$ cat src/rtl/mcpu_pkg.sv
// Shared constants for the multi-cycle MIPS controller: opcodes, functs, ALU codes
// and the FSM state encoding.
package mcpu_pkg;

    localparam logic [5:0] OP_RTYPE = 6'b000000;
    localparam logic [5:0] OP_LW    = 6'b100011;
    localparam logic [5:0] OP_SW    = 6'b101011;
    localparam logic [5:0] OP_BEQ   = 6'b000100;
    localparam logic [5:0] OP_BNE   = 6'b000101;
    localparam logic [5:0] OP_J     = 6'b000010;
    localparam logic [5:0] OP_ADDI  = 6'b001000;

    localparam logic [5:0] FN_ADD = 6'b100000;
    localparam logic [5:0] FN_SUB = 6'b100010;
    localparam logic [5:0] FN_AND = 6'b100100;
    localparam logic [5:0] FN_OR  = 6'b100101;
    localparam logic [5:0] FN_SLT = 6'b101010;

    localparam logic [2:0] ALU_ADD = 3'b010;
    localparam logic [2:0] ALU_SUB = 3'b110;
    localparam logic [2:0] ALU_AND = 3'b000;
    localparam logic [2:0] ALU_OR  = 3'b001;
    localparam logic [2:0] ALU_SLT = 3'b111;

    localparam logic [3:0] ST_FETCH   = 4'd0;
    localparam logic [3:0] ST_DECODE  = 4'd1;
    localparam logic [3:0] ST_MEM_ADR = 4'd2;
    localparam logic [3:0] ST_MEM_RD  = 4'd3;
    localparam logic [3:0] ST_MEM_WB  = 4'd4;
    localparam logic [3:0] ST_MEM_WR  = 4'd5;
    localparam logic [3:0] ST_EXEC    = 4'd6;
    localparam logic [3:0] ST_ALU_WB  = 4'd7;
    localparam logic [3:0] ST_BRANCH  = 4'd8;
    localparam logic [3:0] ST_JUMP    = 4'd9;
    localparam logic [3:0] ST_ADDI_EX = 4'd10;
    localparam logic [3:0] ST_ADDI_WB = 4'd11;

    typedef enum logic [3:0] {
        StFetch  = ST_FETCH,
        StDecode = ST_DECODE,
        StMemAdr = ST_MEM_ADR,
        StMemRd  = ST_MEM_RD,
        StMemWb  = ST_MEM_WB,
        StMemWr  = ST_MEM_WR,
        StExec   = ST_EXEC,
        StAluWb  = ST_ALU_WB,
        StBranch = ST_BRANCH,
        StJump   = ST_JUMP,
        StAddiEx = ST_ADDI_EX,
        StAddiWb = ST_ADDI_WB
    } state_e;

endpackage

$ cat src/rtl/alu_decoder.sv
// R-type funct decode to the 3-bit ALU control code; unknown functs fall back to add
// and raise funct_illegal.
module alu_decoder
    import mcpu_pkg::*;
(
    input  logic [5:0] funct,
    output logic [2:0] alu_control,
    output logic       funct_illegal
);

    always_comb begin
        alu_control   = ALU_ADD;
        funct_illegal = 1'b0;
        case (funct)
            FN_ADD:  alu_control = ALU_ADD;
            FN_SUB:  alu_control = ALU_SUB;
            FN_AND:  alu_control = ALU_AND;
            FN_OR:   alu_control = ALU_OR;
            FN_SLT:  alu_control = ALU_SLT;
            default: funct_illegal = 1'b1;
        endcase
    end

endmodule

$ cat src/rtl/multicycle_ctrl.sv
// Multi-cycle MIPS control FSM: sequences fetch/decode/execute over a shared ALU and
// unified memory port, with a mem_ready handshake and an optional wait watchdog.
module multicycle_ctrl
    import mcpu_pkg::*;
#(
    parameter int unsigned SUPPORT_BNE = 1,
    parameter int unsigned TIMEOUT     = 0,
    parameter int unsigned TMO_W       = 16
) (
    input  logic       clk,
    input  logic       rst_n,
    input  logic [5:0] op,
    input  logic [5:0] funct,
    input  logic       zero,
    input  logic       mem_ready,
    output logic       mem_read,
    output logic       mem_write,
    output logic       iord,
    output logic       ir_write,
    output logic       pc_en,
    output logic [1:0] pc_source,
    output logic       alu_src_a,
    output logic [1:0] alu_src_b,
    output logic [2:0] alu_control,
    output logic       reg_dst,
    output logic       mem_to_reg,
    output logic       reg_write,
    output logic       illegal_op,
    output logic       mem_timeout,
    output logic [3:0] state
);

    state_e            state_q;
    logic [TMO_W-1:0]  tmo_q;
    logic              funct_bad_q;

    logic [2:0]        dec_alu;
    logic              dec_bad;
    logic              bne_ok;
    logic              op_known;
    logic              wait_st;
    logic              expired;

    alu_decoder u_alu_decoder (
        .funct         (funct),
        .alu_control   (dec_alu),
        .funct_illegal (dec_bad)
    );

    assign bne_ok   = (SUPPORT_BNE != 0) && (op == OP_BNE);
    assign op_known = (op == OP_RTYPE) || (op == OP_LW) || (op == OP_SW) || (op == OP_BEQ) ||
                      (op == OP_J) || (op == OP_ADDI) || bne_ok;
    assign wait_st  = (state_q == StFetch) || (state_q == StMemRd) || (state_q == StMemWr);
    // Expiry needs a full TIMEOUT wait cycles already counted; a late mem_ready still wins.
    assign expired  = (TIMEOUT != 0) && wait_st && !mem_ready && (tmo_q == TMO_W'(TIMEOUT));

    always_ff @(posedge clk) begin
        if (!rst_n) begin
            state_q     <= StFetch;
            tmo_q       <= '0;
            funct_bad_q <= 1'b0;
        end else begin
            if ((TIMEOUT != 0) && wait_st && !mem_ready && !expired) begin
                tmo_q <= tmo_q + TMO_W'(1);
            end else begin
                tmo_q <= '0;
            end
            if (state_q == StExec) begin
                funct_bad_q <= dec_bad;
            end
            case (state_q)
                StFetch: begin
                    if (mem_ready) state_q <= StDecode;
                end
                StDecode: begin
                    if (op == OP_RTYPE)                    state_q <= StExec;
                    else if ((op == OP_LW) || (op == OP_SW)) state_q <= StMemAdr;
                    else if ((op == OP_BEQ) || bne_ok)     state_q <= StBranch;
                    else if (op == OP_J)                   state_q <= StJump;
                    else if (op == OP_ADDI)                state_q <= StAddiEx;
                    else                                   state_q <= StFetch;
                end
                StMemAdr: state_q <= (op == OP_LW) ? StMemRd : StMemWr;
                StMemRd: begin
                    if (mem_ready)    state_q <= StMemWb;
                    else if (expired) state_q <= StFetch;
                end
                StMemWr: begin
                    if (mem_ready || expired) state_q <= StFetch;
                end
                StExec:   state_q <= StAluWb;
                StAddiEx: state_q <= StAddiWb;
                default:  state_q <= StFetch;
            endcase
        end
    end

    always_comb begin
        mem_read    = 1'b0;
        mem_write   = 1'b0;
        iord        = 1'b0;
        ir_write    = 1'b0;
        pc_en       = 1'b0;
        pc_source   = 2'b00;
        alu_src_a   = 1'b0;
        alu_src_b   = 2'b00;
        alu_control = 3'b000;
        reg_dst     = 1'b0;
        mem_to_reg  = 1'b0;
        reg_write   = 1'b0;
        illegal_op  = 1'b0;
        mem_timeout = 1'b0;
        state       = ST_FETCH;
        if (rst_n) begin
            state       = state_q;
            mem_timeout = expired;
            case (state_q)
                StFetch: begin
                    mem_read    = 1'b1;
                    alu_src_b   = 2'b01;
                    alu_control = ALU_ADD;
                    ir_write    = mem_ready;
                    pc_en       = mem_ready;
                end
                StDecode: begin
                    alu_src_b   = 2'b11;
                    alu_control = ALU_ADD;
                    illegal_op  = !op_known;
                end
                StMemAdr, StAddiEx: begin
                    alu_src_a   = 1'b1;
                    alu_src_b   = 2'b10;
                    alu_control = ALU_ADD;
                end
                StMemRd: begin
                    mem_read = 1'b1;
                    iord     = 1'b1;
                end
                StMemWb: begin
                    reg_write  = 1'b1;
                    mem_to_reg = 1'b1;
                end
                StMemWr: begin
                    mem_write = 1'b1;
                    iord      = 1'b1;
                end
                StExec: begin
                    alu_src_a   = 1'b1;
                    alu_control = dec_alu;
                    illegal_op  = dec_bad;
                end
                StAluWb: begin
                    reg_write = !funct_bad_q;
                    reg_dst   = 1'b1;
                end
                StBranch: begin
                    alu_src_a   = 1'b1;
                    alu_control = ALU_SUB;
                    pc_source   = 2'b01;
                    pc_en       = bne_ok ? !zero : zero;
                end
                StJump: begin
                    pc_source = 2'b10;
                    pc_en     = 1'b1;
                end
                StAddiWb: reg_write = 1'b1;
                default: ;
            endcase
        end
    end

endmodule
$ cat config.mk
export PLATFORM = sky130hd
export DESIGN_NAME = multicycle_ctrl
export DESIGN_NICKNAME = d
export VERILOG_FILES = /design/src/rtl/mcpu_pkg.sv /design/src/rtl/alu_decoder.sv /design/src/rtl/multicycle_ctrl.sv
export SDC_FILE = /design/constraint.sdc
export NUM_CORES = 1
export LEC_CHECK = 0
export ABC_CLOCK_PERIOD_IN_PS = 3200
export CORE_ASPECT_RATIO = 1.4
export CORE_MARGIN = 2
export CORE_UTILIZATION = 38
export CTS_BUF_LIST = sky130_fd_sc_hd__clkbuf_8
export DETAILED_ROUTE_END_ITERATION = 6
export PLACE_DENSITY = 0.8
export SYNTH_ARGS = -nofsm -noshare
export SYNTH_HDL_FRONTEND = slang
export SYNTH_SLANG_ARGS = --single-unit
$ cat constraint.sdc
create_clock -name clk -period 3.2 [get_ports clk]
set_input_delay 0.64 -clock clk [delete_from_list [all_inputs] [get_ports clk]]
set_output_delay 0.64 -clock clk [all_outputs]
set_load 0.05 [all_outputs]
* Word-level counts from Yosys, hierarchy flattened *
Index checks and enable logic that the tools add are counted.

word-level totals
  input port bits = 16
  logic and storage cells = 88
  bits in registers = 5

cells by class
  reductions and logical operators = 21
  equal/unequal tests = 25
  multiplexer cells = 40

operators by type and width
  kind                  count
  $eq A6 B6 Y1 const B  7
  $mux W4               9
  $pmux W4 S7           1
  $mux W1               19
  $eq A4 B3 Y1 const B  4
  $eq A4 B4 Y1 const B  4
  $eq A6 B3 Y1 const B  2
  $pmux W3 S4           1
  $pmux W3 S3           1
  $eq A4 B2 Y1 const B  2
  $logic_or A1 B1 Y1    8
  $reduce_or A2 Y1      4
  $reduce_or A4 Y1      2
  $eq A6 B2 Y1 const B  1
  $eq A6 B4 Y1 const B  1
  $logic_not A6 Y1      1
  $mux W3               2
  $ne A2 B2 Y1 const B  3
  $pmux W2 S3           1
  $reduce_or A5 Y1      1
  $eq A4 B1 Y1 const B  1
  $logic_not A4 Y1      1
  $mux W2               2
  $pmux W1 S2           2
  4 further kinds       6

* Logic depth before layout (Yosys ltp) *
  word-level depth = 10
  gate-level depth with buffers = 6
  gate-level depth less buffers = 4

* By module *
Synthesis repeated with hierarchy kept, for this count alone.

second synthesis, totals
  cell total of the unflattened synthesis = 120
  area total of the unflattened synthesis = 813.3 µm²

by module, submodules not included
  module           times used  sequential area each (µm²)  area an instance (µm²)  cells an instance
  multicycle_ctrl  1           100.1                       729.4                   110
  alu_decoder      1           0.0                         83.8                    10

* Worst setup path before layout *
OpenSTA, ideal clock, no wires.

  path kind = input to output
  start = input port rst_n
  end = output port alu_src_a
  stages on the path = 2
  slack = -0.602 ns
  arrival = 3.162 ns
  buffers on the path = 0
  path through = inv_2 -> a2111oi_0

on the way
  cells in the longest elaborated chain, start to end = 1

RTL lines
  element             RTL line                text
  start: declaration  multicycle_ctrl.sv:11   input logic rst_n,
  $mux W1             multicycle_ctrl.sv:114  if (rst_n) begin
  end: declaration    multicycle_ctrl.sv:22   output logic alu_src_a,

No other way between the ends.

* Final worst setup path *
  start = input port op[3]
  end = output port pc_en

on the way
  cells in the longest elaborated chain, start to end = 4

RTL lines
  element             RTL line                text
  start: declaration  multicycle_ctrl.sv:12   input logic [5:0] op,
  $eq A6 B3 Y1        multicycle_ctrl.sv:50   assign bne_ok = (SUPPORT_BNE != 0) && (op == OP_BNE);
  $mux W1             multicycle_ctrl.sv:160  pc_en = bne_ok ? !zero : zero;
  $pmux W1 S3         multicycle_ctrl.sv:117  case (state_q)
  $mux W1             multicycle_ctrl.sv:114
  end: declaration    multicycle_ctrl.sv:20   output logic pc_en,

No other way between the ends.

==> impl_metrics.py <==
metrics = {
    "timing": {
        "setup_slack_ns": 0.236,
        "setup_viol": 0,
        "finalHoldViolations": 0,
        "period_minus_slack_ns": 2.96,
        "whs_ns": 0.471,
        "maxSlewHeadroom_pct": 46.2,
        "fmax_mhz": 337,
        "setup_tns_ns": 0,
        "rsz0062_at_grt": "false",
        "clock_skew_ns": 0.00401,
        "fin_crit_sh_pct": 92.6,
        "maxSlewViolCount": 0,
        "worstMarginPinSlew_ns": 0.806,
    },
    "clock_tree": {
        "cts_buffer_depth": 2,
        "cts_root_buf": "clkbuf_8",
        "cts_buffers": 3,
        "cts_setup_buffers": 0,
        "clkTransAtPathRegs_ns": 0.03,
        "cts_resized": 0,
        "cts_hold_buf": 0,
        "cts_sinks": 5,
        "cts_tree": "yes",
        "clk_latency_ns": 0.22,
        "htreeDepth": 1,
    },
    "floorplanning": {
        "io_pins": 38,
        "die_y_um": 61.3,
        "rows": 20,
        "coreArea_mm2": 0.00220,
        "start_util_pct": 40.5,
        "die-area_mm2": 0.00276,
        "die_w_um": 45.0,
    },
    "global_route": {
        "antenna_found_initial": 0,
        "grt_pass1_wl_um": 4200,
        "overflow": 0,
        "first_global_vias": 978,
        "grt_max_degree": 24,
        "grt.total_usage_pct": 20.0,
    },
    "cells_and_area": {
        "antennaDiodeCount": 0,
        "num-fill-cells": 191,
        "seqCellArea_um2": 100,
        "area_growth_pct": 56.2,
        "multi_input_area_um2": 688,
        "finalNonFillerCells": 178,
        "final_util_pct": 63.3,
        "nNetsFinal": 173,
        "drive_gt1_share_pct": 26.9,
        "fin_area_mm2": 0.00139,
    },
    "placement": {
        "portBuffers": 36,
        "place_area_mm2": 0.00135,
        "routabilityCongestion": 0.874,
        "dp.cells": 174,
        "dpl_worst_slack_ns": 0.238,
        "dpl.hpwl_um": 2080,
    },
    "pwr": {
        "leakagePower_nw": 0.518,
        "power_density_mw_per_mm2": 217,
        "total_power_uw": 302,
        "peakVddDrop_mv": 0.154,
    },
    "routing": {
        "wl_met1_um": 973,
        "drt_iter0_drc": 18,
        "wl_met2_um": 1380,
        "vias": 1086,
        "drt-wirelength-per-cell_um": 14.7,
        "drtPass1Iterations": 4,
        "via_per_inst": 6.10,
        "ant_nets": 0,
        "highest_layer": "met4",
        "postRouteWirelength_um": 2610,
        "drc": 0,
        "wl_met3_um": 180,
    },
    "synth": {
        "synth_common_cells": "14 x nor2_1, 7 x nand2_1, 7 x nand2b_1, 6 x nor3_1",
        "ys_async_sr_fraction_pct": 0,
        "synth_nets": 140,
        "ys_top_cells_by_area": "dfxtp_1 11%, nor2_1 5.9%, nand2b_1 4.9%",
        "synth_seq_cells": 5,
        "synth.distinct_cells": 53,
        "synth_edf_count": 0,
        "synth_top_flop_cell": "dfxtp_1",
        "netlist_area_um2": 892,
        "synthCells": 124,
        "synth_top_area_cell": "dfxtp_1",
        "ys_seq_area_share_pct": 11.2,
        "synth_top_area_share_pct": 11.2,
        "yosysWarnings": 0,
        "yosysMostFrequentCell": "nor2_1",
        "syn_avg_cell_area_um2": 7.19,
    },
    "outcome": {
        "status": "completed",
    },
    "critical_path": {
        "slowest_delay_ns": 0.53,
        "crit_family": "buffers and inverters",
        "cpMaxStageDelayCell": "clkdlybuf4s50_1",
        "crit_required_ns": 2.56,
        "end_kind": "output pin",
        "path_cells": "clkdlybuf4s50_1, nor4_4, a311o_1, a31oi_1, nor4_2, buf_12",
        "path_class": "in2out",
        "r2r_setup_slack_ns": 1.43,
        "cp_data_arrival_time_ns": 2.32,
        "start_kind": "input pin",
        "worst-path-buf-inv": 2,
        "path_max_fanout": 6,
    },
    "hold_path": {
        "hp-class": "reg2reg",
    },
    "job": {
        "maxCapViolCount": 0,
    },
}
==> power breakdown <==
| part | internal [mW] | switching (mW) | total, mW |
|---|---|---|---|
| Combinational | 0.0564 | 0.0636 | 0.120 |
| Sequential | 0.0636 | 0.00487 | 0.0685 |
| Clock | 0.0835 | 0.0298 | 0.113 |
| Total | 0.204 | 0.0983 | 0.302 |
==> area by class of cell <==
type	instances	share of cell area [%]
Multi-Input combinational cell	102	49.4
Timing Repair Buffer	40	36.8
Sequential cell	5	7.18
Clock buffer	3	2.96
Tap cell	22	1.97
Inverter	5	1.35
Clock inverter	1	0.359
==> sequential cells by signal (all words and copies together) (netlist names) <==
| name | cells |
|---|---|
| funct_bad_q | 1 |
| state_q | 4 |
==> worst register-to-register path, stage by stage, from the launching register on <==
cell      delay [ns]
dfxtp_1         0.83
nor2_1          0.16
a21boi_1        0.17
o31ai_1         0.33
o41ai_2         0.14
==> layer usage <==
layer / vias up / GRT usage (%)
met4: 0 / 7.56
met5: - / 0
li1: 528 / -
met1: 503 / 20.5
met2: 47 / 37.8
met3: 8 / 5.28
==> path summary, 6_finish.rpt <==
kind,from,endpoint,cells after the start
worst max-delay path,op[3],pc_en,6
worst min-delay path,funct_bad_q,funct_bad_q,2
worst max register to register,state_q[3],state_q[0],4
worst min register to register,funct_bad_q,funct_bad_q,2
==> layout by cell type, fill, tap and decap left out, drive strengths merged, types with 2 or more instances in the layout <==
cell type,count
buf,25
clkdlybuf4s50,15
nor2,14
nand2b,7
nand2,7
nor3,6
a21oi,6
nor4,6
nor2b,5
dfxtp,5
inv,5
o21a,4
and3,4
o21ai,4
clkbuf,3
nor3b,3
a311o,2
nand3,2
and2,2
o211ai,2
a2111oi,2
o31ai,2
a21boi,2
nor4b,2
a211oi,2
==> kinds of logic (layout without fill, tap and decap cells) <==
group,Yosys count,in the layout,share of synthesized area [%]
flip-flops,5,5,11.2
buffers and inverters,17,49,11.9
multiplexers,1,1,1.26
AO/OA/AOI/OAI,37,37,32.7
AND/OR/NAND/NOR,62,62,41.5
XOR/XNOR,1,1,0.982
other,1,1,0.420
Power figures use the tool's default switching activity.
